<file path="config.mk">
export PLATFORM = sky130hd
export DESIGN_NAME = store_merge_buffer
export DESIGN_NICKNAME = d
export VERILOG_FILES = /design/src/rtl/store_merge_buffer_pkg.sv /design/src/rtl/store_merge_buffer_formatter.sv /design/src/rtl/store_merge_buffer.sv
export SDC_FILE = /design/constraint.sdc
export NUM_CORES = 1
export LEC_CHECK = 0
export CAP_MARGIN = 20
export CORE_ASPECT_RATIO = 0.5
export CORE_MARGIN = 4
export CORE_UTILIZATION = 54
export CTS_BUF_LIST = sky130_fd_sc_hd__clkbuf_16
export DETAILED_ROUTE_END_ITERATION = 10
export PLACE_DENSITY = 0.84
export SLEW_MARGIN = 20
export SYNTH_ARGS = -nofsm -noshare
export SYNTH_HDL_FRONTEND = slang
export SYNTH_SLANG_ARGS = --single-unit
export TNS_END_PERCENT = 1
</file>
<file path="constraint.sdc">
create_clock -name clk -period 2.4 [get_ports clk]
set_clock_uncertainty 0.05 [all_clocks]
set_input_delay 0.36 -clock clk [delete_from_list [all_inputs] [get_ports clk]]
set_output_delay 0.36 -clock clk [all_outputs]
set_load 0.02 [all_outputs]
</file>
<file path="src/rtl/store_merge_buffer_pkg.sv">
// Shared types for the store-side write path: write mask, per-entry store record and drain FSM states.
package store_merge_buffer_pkg;
  typedef logic [15:0] lc3b_word;
  typedef logic [1:0]  lc3b_wmask;

  localparam lc3b_wmask WMASK_LO   = 2'b01;
  localparam lc3b_wmask WMASK_HI   = 2'b10;
  localparam lc3b_wmask WMASK_WORD = 2'b11;

  typedef struct packed {
    lc3b_word  addr;
    lc3b_word  data;
    lc3b_wmask mask;
  } lc3b_store_entry;

  typedef enum logic {ST_IDLE = 1'b0, ST_WRITE = 1'b1} store_state_t;
endpackage

</file>
<file path="src/rtl/store_merge_buffer_formatter.sv">
// Turns a raw STW/STB request into an aligned word write with byte enables.
module store_formatter
  import store_merge_buffer_pkg::*;
(
  input  lc3b_word        i_addr,
  input  lc3b_word        i_data,
  input  logic            i_byte,
  output lc3b_store_entry o_entry
);
  always_comb begin
    // Word stores to odd addresses are force-aligned, never split.
    o_entry.addr = {i_addr[15:1], 1'b0};
    if (i_byte) begin
      o_entry.data = {i_data[7:0], i_data[7:0]};
      o_entry.mask = i_addr[0] ? WMASK_HI : WMASK_LO;
    end else begin
      o_entry.data = i_data;
      o_entry.mask = WMASK_WORD;
    end
  end
endmodule

</file>
<file path="src/rtl/store_merge_buffer.sv">
// Circular store buffer draining formatted word writes to the dcache, with load-vs-pending-store detect.
module store_merge_buffer
  import store_merge_buffer_pkg::*;
#(
  parameter int DEPTH = 2
) (
  input  logic        clk,
  input  logic        rst_n,
  input  logic        st_valid,
  output logic        st_ready,
  input  logic [15:0] st_addr,
  input  logic [15:0] st_data,
  input  logic        st_byte,
  output logic        dcache_write,
  output logic [15:0] dcache_address,
  output logic [15:0] dcache_wdata,
  output logic [1:0]  dcache_wmask,
  input  logic        dcache_resp,
  input  logic        ld_valid,
  input  logic [15:0] ld_addr,
  output logic        ld_conflict,
  output logic        buf_empty
);
  localparam int PW = $clog2(DEPTH);
  localparam int CW = PW + 1;

  lc3b_store_entry r_mem [DEPTH];
  logic [PW-1:0]   r_head, r_tail;
  logic [CW-1:0]   r_count, w_count_nxt;
  store_state_t    r_state;
  lc3b_store_entry w_fmt, w_head;
  logic            w_push, w_pop;
  logic [DEPTH-1:0] w_match;

  store_formatter u_fmt (
    .i_addr  (st_addr),
    .i_data  (st_data),
    .i_byte  (st_byte),
    .o_entry (w_fmt)
  );

  // Full blocks accepts even when a pop lands on the same edge.
  assign st_ready  = (r_count != CW'(DEPTH));
  assign buf_empty = (r_count == '0);
  assign w_push    = st_valid && st_ready;
  assign w_pop     = (r_state == ST_WRITE) && dcache_resp;

  always_comb begin
    w_count_nxt = r_count;
    case ({w_push, w_pop})
      2'b10:   w_count_nxt = r_count + CW'(1);
      2'b01:   w_count_nxt = r_count - CW'(1);
      default: w_count_nxt = r_count;
    endcase
  end

  always_ff @(posedge clk or negedge rst_n) begin
    if (!rst_n) begin
      r_head  <= '0;
      r_tail  <= '0;
      r_count <= '0;
      r_state <= ST_IDLE;
      for (int i = 0; i < DEPTH; i++) r_mem[i] <= '0;
    end else begin
      if (w_push) begin
        r_mem[r_tail] <= w_fmt;
        r_tail        <= r_tail + PW'(1);
      end
      if (w_pop) r_head <= r_head + PW'(1);
      r_count <= w_count_nxt;
      case (r_state)
        ST_IDLE:  if (r_count != '0) r_state <= ST_WRITE;
        ST_WRITE: if (w_pop && (w_count_nxt == '0)) r_state <= ST_IDLE;
        default:  r_state <= ST_IDLE;
      endcase
    end
  end

  assign w_head         = r_mem[r_head];
  assign dcache_write   = (r_state == ST_WRITE);
  assign dcache_address = dcache_write ? w_head.addr : '0;
  assign dcache_wdata   = dcache_write ? w_head.data : '0;
  assign dcache_wmask   = dcache_write ? w_head.mask : '0;

  // An entry is live when its distance from head is below count; the head stays live until popped.
  for (genvar g = 0; g < DEPTH; g++) begin : g_cmp
    logic [PW-1:0] w_dist;
    assign w_dist     = PW'(g) - r_head;
    assign w_match[g] = ({1'b0, w_dist} < r_count) && (r_mem[g].addr[15:1] == ld_addr[15:1]);
  end

  assign ld_conflict = ld_valid && (|w_match);
endmodule

</file>
[Word-level counts from Yosys, hierarchy flattened]
Index checks and enable logic that the tools add are counted.
W data, S select, Z words.
Storage, ports and cells
  word-level logic and storage cells: 55
  input bits: 54
  latch bits: 0
  memories: 0
  memory bits (read-only): 0
  bits in writable memories: 0
  flip-flop bits (word level): 73
Operators by class
  bitwise gates (word level): 3
  div/mod/pow operators: 0
  $lt $le $gt $ge: 5
  muxes and demuxes: 15
  add/sub/neg operators: 6
  shift-type cells: 0
  equality and inequality tests: 5
  $mul: 0
  reductions and logical operators: 11
Operators with widths (count)
  $mux W34: 4
  $bwmux W68: 1
  $demux W34 S1: 1
  $mux W16: 2
  $eq A15 B15 Y1: 2
  $mux W18: 1
  $logic_and A1 B1 Y1: 7
  $ge A2 B2 Y1 const B: 2
  $logic_not A2 Y1: 2
  $lt A1 B2 Y1: 2
  $mux W2: 2
  $not A1 Y2: 2
  $pmux W2 S2: 1
  $add A1 B1 Y1 const B: 2
  $add A2 B1 Y2 const B: 1
  $eq A2 B1 Y1 const B: 1
  $eq A2 B2 Y1 const B: 1
  $lt A2 B1 Y1 const B: 1
  $mux W1: 2
  $ne A2 B2 Y1 const B: 1
  $pmux W1 S2: 1
  $reduce_bool A2 Y1: 1
  $reduce_or A2 Y1: 1
  $sub A1 B1 Y1 const A: 2
  other kinds (2): 2

[Depth between registers and ports, before layout]
  depth in word-level cells: 8
  mapped depth: 8

[Hierarchy]
From an unflattened synthesis, not the netlist that was laid out.
Unflattened totals
  cells, all modules: 318
  area total of the unflattened synthesis: 4092.7 um^2
Modules (own cells, without submodules)
  store_merge_buffer: cells each 282, area each 3767.4 um^2, instances 1
  store_formatter: cells each 36, area each 325.3 um^2, instances 1

[Worst setup path before layout]
OpenSTA, ideal clock, no wires.
  kind: register -> output
  start: register r_head
  end: output ld_conflict
  stages on the path, launching flop included: 6
  arrival: 1538 ps
  slack: 452 ps
  buffers on the path: 1
  cell sequence: dfrtp_1 buf_2 nor2b_1 o2111ai_1 or4_1 a21boi_1
Between the ends
  longest elaborated chain between the ends: 5
RTL lines
  start, declared: line store_merge_buffer.sv:28  | logic [PW-1:0] r_head, r_tail;
  start signal, assigned: line store_merge_buffer.sv:69  | if (w_pop) r_head <= r_head + PW'(1);
  $sub A1 B1 Y1: line store_merge_buffer.sv:88  | assign w_dist = PW'(g) - r_head;
  $lt A1 B2 Y1: line store_merge_buffer.sv:89  | assign w_match[g] = ({1'b0, w_dist} < r_count) && (r_mem[g].addr[15:1] == ld_addr[15:1]);
  $logic_and A1 B1 Y1: line store_merge_buffer.sv:89
  $reduce_or A2 Y1 (*): line store_merge_buffer.sv:92  | assign ld_conflict = ld_valid && (|w_match);
  $logic_and A1 B1 Y1 (*): line store_merge_buffer.sv:92
  end, declared: line store_merge_buffer.sv:21  | output logic ld_conflict,
Mark *: on every way between the ends. The rest lies on a longest branch, timed or not.

[Worst setup path after layout]
  start: input ld_addr[15]
  end: output ld_conflict
Between the ends
  longest elaborated chain between the ends: 4
RTL lines
  start, declared: line store_merge_buffer.sv:20  | input logic [15:0] ld_addr,
  $eq A15 B15 Y1: line store_merge_buffer.sv:89
  $logic_and A1 B1 Y1: line store_merge_buffer.sv:89
  $reduce_or A2 Y1 (*): line store_merge_buffer.sv:92
  $logic_and A1 B1 Y1 (*): line store_merge_buffer.sv:92
Marks and branches as above.

==> run metrics <==
status finished with violations; failing checks setup timing; P per Cell Area between 1000 and 1500 nW/um^2; PnR worst setup slack -40.5 ps; final hold vios 0; Critical Path Sink ld_conflict; crit path launch ld_addr[15]; R2R setup slack 540 ps; Chip Height 67.2 um; H-Tree Depth 3; core footprint 6730 um^2; Worst Hold Class flop to flop; CP Class primary input to output port; final WL roughly 9000 um; I/O pin count 92; register area share after synthesis 47.0%; FMAX 410 MHz; total global-route track usage 22.6%; Post-Synthesis Net Count 366; distinct cell type count after synthesis 31; I/O Buffers 89; worst-margin pin slew between 500 and 600 ps; initial cell density of the core 56.2%; R2R depth 7; Post-synth EDFFs 0; final worst path period share 102%; clock tree root driver cell clkbuf_16; Clock transition at path regs 50 ps; Post-Place Cells between 500 and 600; routed len/inst ~18 um; CP Max Fanout 2; die area 8480 um^2; largest net degree at the start of global routing 52; initial antenna violation count 0; chip width 126 um; most frequent cells in the layout 70 x dfrtp_1, 56 x clkdlybuf4s50_1, 41 x mux2i_1, 35 x nor2b_1, 27 x buf_4; max_cap viols 0; worst r2r dst dcache_write; Max rail drop VDD 0.758 mV; Top FF cell, synth dfrtp_1; CP arrival 2030 ps; drt first pass iters 4; CTS max path bufs 2; Worst slew margin around two thirds; synthesized cell area 3780 um^2; Util after Layout 77.5%; non-filler cells, final 519; Final Instance Area 5210 um^2; DR iter-0 viols about 120; Pleak around 2.5 nW; Residual DRC 0; first-pass GRT wire length 14700 um; RSZ-0062 raised after global routing yes; Setup TNS Final -40.5 ps; Final nets 478; Synth async-reset ratio 100%; Clock Sinks between 70 and 80; Site Rows 21; Cells after Synth 311; crit end category output port; Final Max Tran Viols 0; share of cells above drive strength 1 21.3%; Final Setup Violations 1; post-route minimum period 2440 ps; GP Congestion between 0.7 and 0.8; Post-DRT Antenna Nets 0; Syn-to-layout area delta 37.8%; Place WS -448 ps; Post-CTS Setup Bufs 0; register bit total from synthesis roughly 70; CP Data Required Time 1990 ps; clock buffer count from CTS 9; routed via count approximately 2800; commonest non-fill, non-tap cell in the layout dfrtp_1; total power between 7 and 8 mW; final antenna diode count 0; Hold Slack 427 ps; DP Wirelength approximately 6200 um; r2r startpoint dcache_write; crit path launch type primary input; vias in the first global route 3005; Skew-Pair Late Insertion Delay 330 ps; average via count per standard cell 5.32; Avg Cell Area, Syn between 10 and 15 um^2; Placed Area 4910 um^2; Syn. warnings 0; total gr overflow 0; CTS tree done
[synthesized netlist by cell type, types with 2 or more instances]
library cell	count	share of area [%]
nor2b_1	35	5.8
xor2_1	16	3.7
nor4_1	4	0.66
nand2_1	11	1.1
a21oi_1	11	1.5
mux2_2	26	7.7
clkbuf_1	6	0.60
o21ai_0	9	1.2
mux2_4	20	7.9
xnor2_1	19	4.4
nor2_1	12	1.2
nand4_1	4	0.66
buf_6	2	0.60
dfrtp_1	71	47
buf_2	8	1.1
mux2i_1	41	11
buf_12	2	1.1
[worst min-delay path by stage]
| stage | start | endpoint | slack, ps | depth (start not counted) |
|---|---|---|---|---|
| CTS | r_mem[0] | r_mem[0] | 430 | 1 |
| finish | r_mem[0] | r_mem[0] | 430 | 1 |
| global route | r_mem[0] | r_mem[0] | 450 | 1 |
| global placement | rst_n | r_mem[24] | 290 | 1 |
| floorplan | rst_n | dcache_write | 10 | 0 |
| detailed placement | rst_n | r_mem[58] | 300 | 1 |
[report_power, final]
part | total, mW | internal [mW] | switching [mW]
Sequential | 2.26 | 1.81 | 0.444
Clock | 1.11 | 0.669 | 0.445
Combinational | 4.11 | 2.14 | 1.97
Total | 7.48 | 4.63 | 2.86
[metal layers]
layer  GRT usage [%]  share of wire (%)  up-vias
met5               0                  0        -
met4            6.55                1.3        0
met3            7.11                4.9       12
met2            42.2                 51       73
met1            25.5                 43     1388
li1                -                  -     1288
[state kept, by name, indices dropped and copies added, names as in the netlist]
name          count
r_head            1
r_mem            66
dcache_write      1
r_tail            1
r_count           2
[critical path, stage by stage]
cell and delay (ps):
clkdlybuf4s50_1 470, xnor2_1 240, o2111ai_1 150, or4_1 500, a21boi_1 150, buf_4 160
[logic make-up (layout without fill, tap and decap cells)]
| family | Yosys count | in the layout | synth area share [%] |
|---|---|---|---|
| AO/OA/AOI/OAI | 25 | 25 | 3.67 |
| XOR/XNOR | 35 | 35 | 8.11 |
| adder cells (fa/ha/maj) | 1 | 1 | 0.331 |
| buffers and inverters | 20 | 136 | 3.61 |
| flip-flops | 71 | 71 | 47.0 |
| multiplexers | 87 | 87 | 26.5 |
| other | 1 | 1 | 0.0992 |
| AND/OR/NAND/NOR | 71 | 71 | 10.6 |
[cell type report]
type | instances | area (um^2)
clock buffer | 9 | 225
clock inverter | 6 | 22.5
fill | 459 | 1520
inverter | 1 | 3.75
multi-input combinational | 220 | 1870
sequential | 71 | 1780
tap | 92 | 115
timing repair buffer | 120 | 1200
[timing repair]
action / in CTS / in global routing
resized for setup: 20 / 19
hold endpoints to repair: 20 / 0
pin swaps: 0 / 1
hold buffers: 1 / 0
cloned: 0 / 0
setup endpoints to repair: 27 / 22
Note: power is estimated with default switching activity, not from simulation.
